===== config.mk =====
export PLATFORM = sky130hd
export DESIGN_NAME = mem_boot_arbiter
export DESIGN_NICKNAME = d
export VERILOG_FILES = /design/src/rtl/mem_boot_pkg.sv /design/src/rtl/mem_port_mux.sv /design/src/rtl/mem_boot_arbiter.sv
export SDC_FILE = /design/constraint.sdc
export NUM_CORES = 1
export LEC_CHECK = 0
export CORE_AREA = 4 4 109 111
export DETAILED_ROUTE_END_ITERATION = 7
export DIE_AREA = 0 0 113 115
export PLACE_DENSITY_LB_ADDON = 0.05
export SLEW_MARGIN = 40
export SYNTH_ARGS = -nofsm -noshare
export SYNTH_HDL_FRONTEND = slang
export SYNTH_HIERARCHICAL = 1
export SYNTH_SLANG_ARGS = --single-unit
export TNS_END_PERCENT = 100

===== constraint.sdc =====
create_clock -name clk -period 5.5 [get_ports clk]
set_clock_uncertainty 0.05 [all_clocks]
set_input_delay 0.55 -clock clk [delete_from_list [all_inputs] [get_ports clk]]
set_output_delay 0.55 -clock clk [all_outputs]
set_load 0.1 [all_outputs]

===== src/rtl/mem_boot_pkg.sv =====
// Shared types and defaults for the boot/run memory port arbiter.
package mem_boot_pkg;

  localparam int ADDR_W_DEF    = 32;
  localparam int DATA_W_DEF    = 32;
  localparam int RELEASE_CNT_W = 4;

  typedef enum logic [1:0] {
    BOOT    = 2'd0,
    RELEASE = 2'd1,
    RUN     = 2'd2,
    PAUSE   = 2'd3
  } state_e;

  // The loader drives the memory port while the core is held or paused.
  function automatic logic loader_owns(input state_e s);
    return (s == BOOT) || (s == PAUSE);
  endfunction

endpackage


===== src/rtl/mem_port_mux.sv =====
// Purely combinational steering of either the loader or the core onto the memory port.
module mem_port_mux
  import mem_boot_pkg::*;
#(
  parameter int ADDR_W = ADDR_W_DEF,
  parameter int DATA_W = DATA_W_DEF
) (
  input  logic              owner_cpu,
  input  logic [ADDR_W-1:0] ld_addr,
  input  logic [DATA_W-1:0] ld_wdata,
  input  logic              ld_we,
  input  logic [ADDR_W-1:0] cpu_addr,
  input  logic [DATA_W-1:0] cpu_wdata,
  input  logic              cpu_we,
  output logic [ADDR_W-1:0] mem_addr,
  output logic [DATA_W-1:0] mem_wdata,
  output logic              mem_we
);

  always_comb begin
    if (owner_cpu) begin
      mem_addr  = cpu_addr;
      mem_wdata = cpu_wdata;
      mem_we    = cpu_we;
    end else begin
      mem_addr  = ld_addr;
      mem_wdata = ld_wdata;
      mem_we    = ld_we;
    end
  end

endmodule


===== src/rtl/mem_boot_arbiter.sv =====
// Boot sequencer and memory-port arbiter between the preload port and the core.
// Optional loader checksum output ld_csum is enabled by defining MEM_BOOT_CHECKSUM_EN.
module mem_boot_arbiter
  import mem_boot_pkg::*;
#(
  parameter int ADDR_W         = ADDR_W_DEF,
  parameter int DATA_W         = DATA_W_DEF,
  parameter int RELEASE_CYCLES = 2,
  parameter int CNT_W          = 16
) (
  input  logic              clk,
  input  logic              rst,
  input  logic              ld_req,
  input  logic [ADDR_W-1:0] ld_addr,
  input  logic [DATA_W-1:0] ld_wdata,
  input  logic              ld_done,
  output logic              ld_gnt,
  output logic              ld_err,
  output logic [CNT_W-1:0]  ld_count,
`ifdef MEM_BOOT_CHECKSUM_EN
  output logic [DATA_W-1:0] ld_csum,
`endif
  input  logic              cpu_mem_en,
  input  logic              cpu_we,
  input  logic [ADDR_W-1:0] cpu_addr,
  input  logic [DATA_W-1:0] cpu_wdata,
  output logic [DATA_W-1:0] cpu_rdata,
  output logic              cpu_ready,
  output logic              cpu_rst,
  output logic              mem_we,
  output logic [ADDR_W-1:0] mem_addr,
  output logic [DATA_W-1:0] mem_wdata,
  input  logic [DATA_W-1:0] mem_rdata
);

  localparam logic [RELEASE_CNT_W-1:0] REL_LAST = RELEASE_CNT_W'(RELEASE_CYCLES - 1);

  state_e                   state_q, state_d;
  logic [RELEASE_CNT_W-1:0] rel_cnt_q, rel_cnt_d;
  logic                     cpu_rst_q, cpu_rst_d;
  logic [CNT_W-1:0]         ld_count_q, ld_count_d;
  logic                     ld_err_q, ld_err_d;

  logic              ld_aligned;
  logic              ld_wr;
  logic              core_we;
  logic              owner_cpu;
  logic [ADDR_W-1:0] mux_addr;
  logic [DATA_W-1:0] mux_wdata;

  assign ld_aligned = (ld_addr[1:0] == 2'b00);
  assign owner_cpu  = (state_q == RUN);

  // State and datapath registers.
  always_ff @(posedge clk) begin
    // NOTE: sequential state uses non-blocking assignments so every flop samples pre-edge values.
    if (!rst) begin
      state_q    <= BOOT;
      rel_cnt_q  <= '0;
      cpu_rst_q  <= 1'b1;
      ld_count_q <= '0;
      ld_err_q   <= 1'b0;
    end else begin
      state_q    <= state_d;
      rel_cnt_q  <= rel_cnt_d;
      cpu_rst_q  <= cpu_rst_d;
      ld_count_q <= ld_count_d;
      ld_err_q   <= ld_err_d;
    end
  end

  // Next-state logic; ld_req always wins over ld_done.
  always_comb begin
    // NOTE: every variable gets a default first so no path leaves a latch behind.
    state_d   = state_q;
    rel_cnt_d = rel_cnt_q;
    unique case (state_q)
      BOOT: begin
        if (!ld_req && ld_done) begin
          state_d   = RELEASE;
          rel_cnt_d = '0;
        end
      end
      RELEASE: begin
        if (ld_req) begin
          state_d   = BOOT;
          rel_cnt_d = '0;
        end else if (rel_cnt_q == REL_LAST) begin
          state_d   = RUN;
          rel_cnt_d = '0;
        end else begin
          rel_cnt_d = rel_cnt_q + 1'b1;
        end
      end
      RUN: begin
        if (ld_req) state_d = PAUSE;
      end
      PAUSE: begin
        if (!ld_req && ld_done) state_d = RUN;
      end
      default: state_d = BOOT;
    endcase
    cpu_rst_d = (state_d == BOOT) || (state_d == RELEASE);
  end

  // Output decode; a low rst suppresses every in-flight grant or access.
  always_comb begin
    ld_gnt    = 1'b0;
    ld_wr     = 1'b0;
    core_we   = 1'b0;
    cpu_ready = 1'b0;
    cpu_rdata = '0;
    if (rst) begin
      ld_gnt = loader_owns(state_q) && ld_req;
      ld_wr  = ld_gnt && ld_aligned;
      if (owner_cpu) begin
        cpu_ready = cpu_mem_en;
        cpu_rdata = mem_rdata;
        core_we   = cpu_mem_en && cpu_we;
      end
    end
  end

  // Loader bookkeeping; the word count saturates instead of wrapping.
  always_comb begin
    ld_count_d = ld_count_q;
    ld_err_d   = ld_err_q;
    if (ld_wr && (ld_count_q != {CNT_W{1'b1}})) ld_count_d = ld_count_q + 1'b1;
    if (ld_gnt && !ld_aligned) ld_err_d = 1'b1;
  end

`ifdef MEM_BOOT_CHECKSUM_EN
  logic [DATA_W-1:0] ld_csum_q, ld_csum_d;

  always_comb begin
    ld_csum_d = ld_csum_q;
    if (ld_wr) ld_csum_d = ld_csum_q ^ ld_wdata;
  end

  always_ff @(posedge clk) begin
    if (!rst) ld_csum_q <= '0;
    else      ld_csum_q <= ld_csum_d;
  end

  assign ld_csum = ld_csum_q;
`endif

  mem_port_mux #(
    .ADDR_W (ADDR_W),
    .DATA_W (DATA_W)
  ) u_mux (
    .owner_cpu (owner_cpu),
    .ld_addr   (ld_addr),
    .ld_wdata  (ld_wdata),
    .ld_we     (ld_wr),
    .cpu_addr  (cpu_addr),
    .cpu_wdata (cpu_wdata),
    .cpu_we    (core_we),
    .mem_addr  (mux_addr),
    .mem_wdata (mux_wdata),
    .mem_we    (mem_we)
  );

  assign mem_addr  = rst ? mux_addr  : '0;
  assign mem_wdata = rst ? mux_wdata : '0;
  assign cpu_rst   = cpu_rst_q;
  assign ld_err    = ld_err_q;
  assign ld_count  = ld_count_q;

endmodule

# --- Word level (Yosys, flattened, before mapping) ---
# Cells that the tools add are included.
word_totals:
  register_bits: 24
  latchBits: 0
  ramBits: 0
  mem_bits_ro: 0
  output_inout_bits: 117
  elab_cells: 51
  n_memories: 0
op_classes:
  add_sub_neg: 2
  mul: 0
  div: 0
  order_cmp: 0
  eq_ne: 7
  shift: 0
  n_mux: 22
  bitwise: 0
  n_reduce_logical: 15
op_table:
  columns: ["operator", "n"]
  rows:
  - ["32-bit 2-to-1 mux", 6]
  - ["16-bit by 1-bit adder with 16-bit output, second input constant", 1]
  - ["16-bit != test, second input constant", 1]
  - ["4-bit 2-to-1 mux", 3]
  - ["2-bit 2-to-1 mux", 5]
  - ["2-bit one-hot mux with 4 select lines", 1]
  - ["4-bit one-hot mux with 2 select lines", 1]
  - ["1-bit logical AND", 6]
  - ["2-bit logical NOT", 3]
  - ["1-bit 2-to-1 mux", 6]
  - ["4-bit by 1-bit adder with 4-bit output, second input constant", 1]
  - ["2-bit by 1-bit == test with 1-bit output, second input constant", 2]
  - ["2-bit == test, second input constant", 2]
  - ["4-bit by 1-bit == test with 1-bit output, second input constant", 1]
  - ["1-bit logical NOT", 2]
  - ["1-bit logical OR", 2]
  - ["2-bit != test, second input constant", 1]
  - ["2-bit AND reduction", 1]
  - ["2-bit nonzero test", 1]

# --- Depth between registers and ports, before layout ---
depth:
  depth_word: 6
  mapped_depth: 8
  mapped_depth_nobuf: 7

# --- Cells and area by module ---
# Netlist, hierarchy kept.
modules_own_cells:
  columns: ["mod", "instances", "cells_each", "area_each_um2"]
  rows:
  - ["mem_boot_arbiter", 1, 259, 1969.4]
  - ["mem_port_mux", 1, 72, 992.2]

# --- Least setup slack after synthesis ---
# Ideal clock, no wire load.
synth_timing:
  kind: "register to output"
  start: "register state_q[0]"
  end: "output mem_we"
  t_arrival_ns: 2.368
  required_time_ns: 4.900
  slack_ns: 2.532
  stages_incl_launch_ff: 7
  n_path_buf: 1
  path_cell_list: "dfxtp_1 -> inv_1 -> ha_1 -> clkbuf_1 -> and3_1 -> and2_1 -> mux2_2"
synth_lines:
  columns: ["element", "line", "source"]
  rows:
  - ["start, declared", "mem_boot_arbiter.sv:38", "state_e state_q, state_d;"]
  - ["start signal, assigned", "mem_boot_arbiter.sv:64", "state_q <= state_d;"]
  - ["2-bit == test", "mem_boot_arbiter.sv:52", "assign owner_cpu = (state_q == RUN);"]
  - ["via owner_cpu", "mem_boot_arbiter.sv:47", "logic owner_cpu;"]
  - ["1-bit 2-to-1 mux", "mem_port_mux.sv:21", "if (owner_cpu) begin"]
  - ["end, declared", "mem_boot_arbiter.sv:30", "output logic mem_we,"]
# The timed path passes the listed nets, and every way through them passes these cells.

# --- Worst setup path in the final report ---
# Same ends and word-level chain as after synthesis.

==> run_results.csv <==
group,metric,value,unit
clocking,clk_pin_slew,0.09,ns
place,place_area,5280,sq um
critical_path,critical_path_class,"reg2out",
sta,post-route-min-period,3.06,ns
power,p_per_area,298,nW/um^2
critical_path,crit_path_end_kind,"primary output",
layout,drive_gt1_share,32.9,%
die,fp.dieH,115,um
die,start_util,27.4,%
run_status,outcome,"completed",
critical_path,required,4.90,ns
synthesis,yosys.area_share.simple,32.5,%
synthesis,synth_compound_area_share,9.55,%
routing,vias,3460,
clocking,clock_sinks,24,
clocking,cts_root_buf,"clkbuf_8",
layout,diodes,0,
synthesis,yosysWarnings,6,
critical_path,cp-start-kind,"flop",
grt,grt_antenna_before_repair,0,
sta,slew_viol_final,0,
layout,seq_area,480,sq um
grt,met3_usage,4.26,%
sta,worst_slew_pin_slew,0.623,ns
clocking,cts_setup_buffers,0,
clocking,htreeDepth,1,
grt,grt_overflow_total,0,
place,io_buffers,282,
place,dp_cells,729,
power,leakage,2.52,nW
grt,grt_pass1_vias,3250,
place,place.gp.congestion,0.834,
synthesis,ys_seq_elements,24,
grt,track_usage,18.7,%
clocking,numCtsBuffers,3,
grt,met2_usage,34.2,%
routing,drt-initial-drc-count,138,
layout,multi_input_comb_area,2320,sq um
clocking,holdBufCountCts,0,
synthesis,yosys.area_share.adder,3.38,%
layout,final_cell_count_no_fill,733,
clocking,ctsResizeCount,0,
power,vdd_drop_max,164,uV
place,hpwl,11100,um
routing,firstDrtPassIters,4,
grt,grt_start_max_net_pins,84,
grt,busiest_layer,"met2",
synthesis,syn_area,2960,sq um
routing,routedWlPerCell,18.3,um
place,place_ws,2.59,ns
sta,hold_viol,0,
layout,areaGrowthSynthToFinish,80.1,%
synthesis,ys_seq_area_share,16.2,%
synthesis,yosysUniqueCellTypes,39,
sta,rsz0062_at_grt,"no",
die,rows,38,
die,die_w,113,um
synthesis,netlist_instances,331,
synthesis,avgSynthCellArea,8.95,sq um
die,dieArea,13000,sq um
die,core-area,10800,sq um
grt,use_met1,21.7,%
routing,via_per_inst,4.72,
critical_path,worstPathArrival,2.46,ns
sta,finalCritPeriodShare,55.6,%
job,maxCapViolations,0,
grt,grt_pass1_wl,19300,um
routing,finalWirelength,13400,um
synthesis,muxShareOfSynthArea,32.4,%
sta,setup_ws,2.44,ns
synthesis,synthXorXnorAreaFrac,0,%
sta,max_freq,327,MHz
critical_path,cp_max_fo,27,
routing,antenna_left,0,
sta,setup_viol,0,
layout,nFillCells,1073,
layout,nets,768,
clocking,cts_max_path_buffers,2,
sta,finalSetupTns,0,ns
clocking,cts_tree,"built",
clocking,clock_latency,0.27,ns
routing,drc_errors,0,
min_path,hp-class,"reg2reg",
synthesis,syn-num-nets,505,
sta,max_slew_margin,58.4,%
synthesis,synth_top_family_by_area,"simple AND/OR/NAND/NOR gates",
die,io_pins,283,
layout,fin_area,5330,sq um
==> final timing paths <==
path	cells past startpoint	to	from	slack (ns)
worst max register to register	6	ld_count[11]$_SDFFE_PN0P_	state_q[0]$_SDFF_PN0_	3.17
worst min-delay path	2	rel_cnt_q[3]$_SDFFE_PN0P_	rel_cnt_q[3]$_SDFFE_PN0P_	0.45
worst max-delay path	7	mem_we	state_q[0]$_SDFF_PN0_	2.44
worst min register to register	2	rel_cnt_q[3]$_SDFFE_PN0P_	rel_cnt_q[3]$_SDFFE_PN0P_	0.45
==> synth_stat cells <==
cell	n	area [sq um]
nor3_1	3	15.0
a21oi_1	10	50.1
o311ai_0	1	8.76
ha_1	8	100
nand4_4	1	21.3
buf_6	6	67.6
and3b_4	1	12.5
clkbuf_1	18	67.6
nand3b_1	2	15.0
a311o_1	1	10.0
o21ai_0	7	35.0
or2_0	1	6.26
and2_1	66	413
and4_1	5	43.8
nor3b_1	4	30.0
o22ai_1	1	6.26
or3_1	3	18.8
mux2i_1	4	40.0
inv_1	7	26.3
nand2b_1	2	12.5
a22oi_1	1	7.51
nor2_4	1	11.3
a2111oi_2	1	15.0
a21o_1	1	7.51
and2b_1	1	7.51
dfxtp_1	24	480
nand4_1	3	18.8
o31ai_1	3	22.5
nand3_1	7	35.0
o41ai_1	6	52.6
o311ai_1	6	52.6
and3_1	35	219
nand2_1	10	37.5
buf_2	3	15.0
mux2_4	50	751
nor2_1	8	30.0
o21ai_1	3	15.0
or4_1	2	15.0
mux2_2	15	169
==> power breakdown <==
| part | internal [mW] | switching, mW |
|---|---|---|
| combinational | 0.405 | 0.869 |
| clock | 0.0640 | 0.0585 |
| sequential | 0.183 | 0.00980 |
| total | 0.652 | 0.937 |
==> area by class of cell <==
class / instances / area share, %
clock buffer: 4 / 1.03
multi-input combinational: 273 / 43.4
tap: 140 / 3.28
sequential: 24 / 9.01
timing repair buffer: 285 / 42.7
inverter: 7 / 0.493
==> worst max-delay path, cell delays in order (launching register included) <==
cell and delay, ns:
dfxtp_1 0.37, inv_1 0.15, ha_4 0.51, buf_12 0.28, and3_1 0.19, and2_1 0.13, mux2_2 0.13, buf_2 0.41
==> layout by cell type (no fill, tap or decap), types with 7 or more instances in the layout <==
cell type,n
a21oi_1,10
and2_1,66
and3_1,35
buf_2,118
clkdlybuf4s50_1,164
dfxtp_1,24
ha_1,7
inv_1,7
mux2_2,15
mux2_4,50
nand2_1,10
nand3_1,7
nor2_1,8
o21ai_0,7
==> sequential cells by signal, indices dropped and copies added (netlist names) <==
register   count
ld_err         1
cpu_rst        1
rel_cnt_q      4
state_q        2
ld_count      16
==> cell families after synthesis <==
family,count (synthesis)
flip-flops,24
buffers and inverters,34
adder cells (fa/ha/maj),8
AND/OR/NAND/NOR,155
AO/OA/AOI/OAI,41
multiplexers,69
==> layer usage <==
| metal | routed length [um] | up-vias |
|---|---|---|
| li1 | - | 1717 |
| met1 | 5130 | 1583 |
| met2 | 6880 | 140 |
| met3 | 1010 | 20 |
| met4 | 356 | 0 |
| met5 | 0 | - |
==> through the flow <==
stage	hold slack, ns	total power [mW]	util [%]
global placement	0.431	1.55	54.2
global route	0.477	1.65	49.4
floorplan	0.413	1.23	-
CTS	0.450	1.60	49.4
finish	0.449	1.59	49.4
detailed placement	0.436	1.48	48.9
No activity file was read; power rests on OpenSTA's default activity.
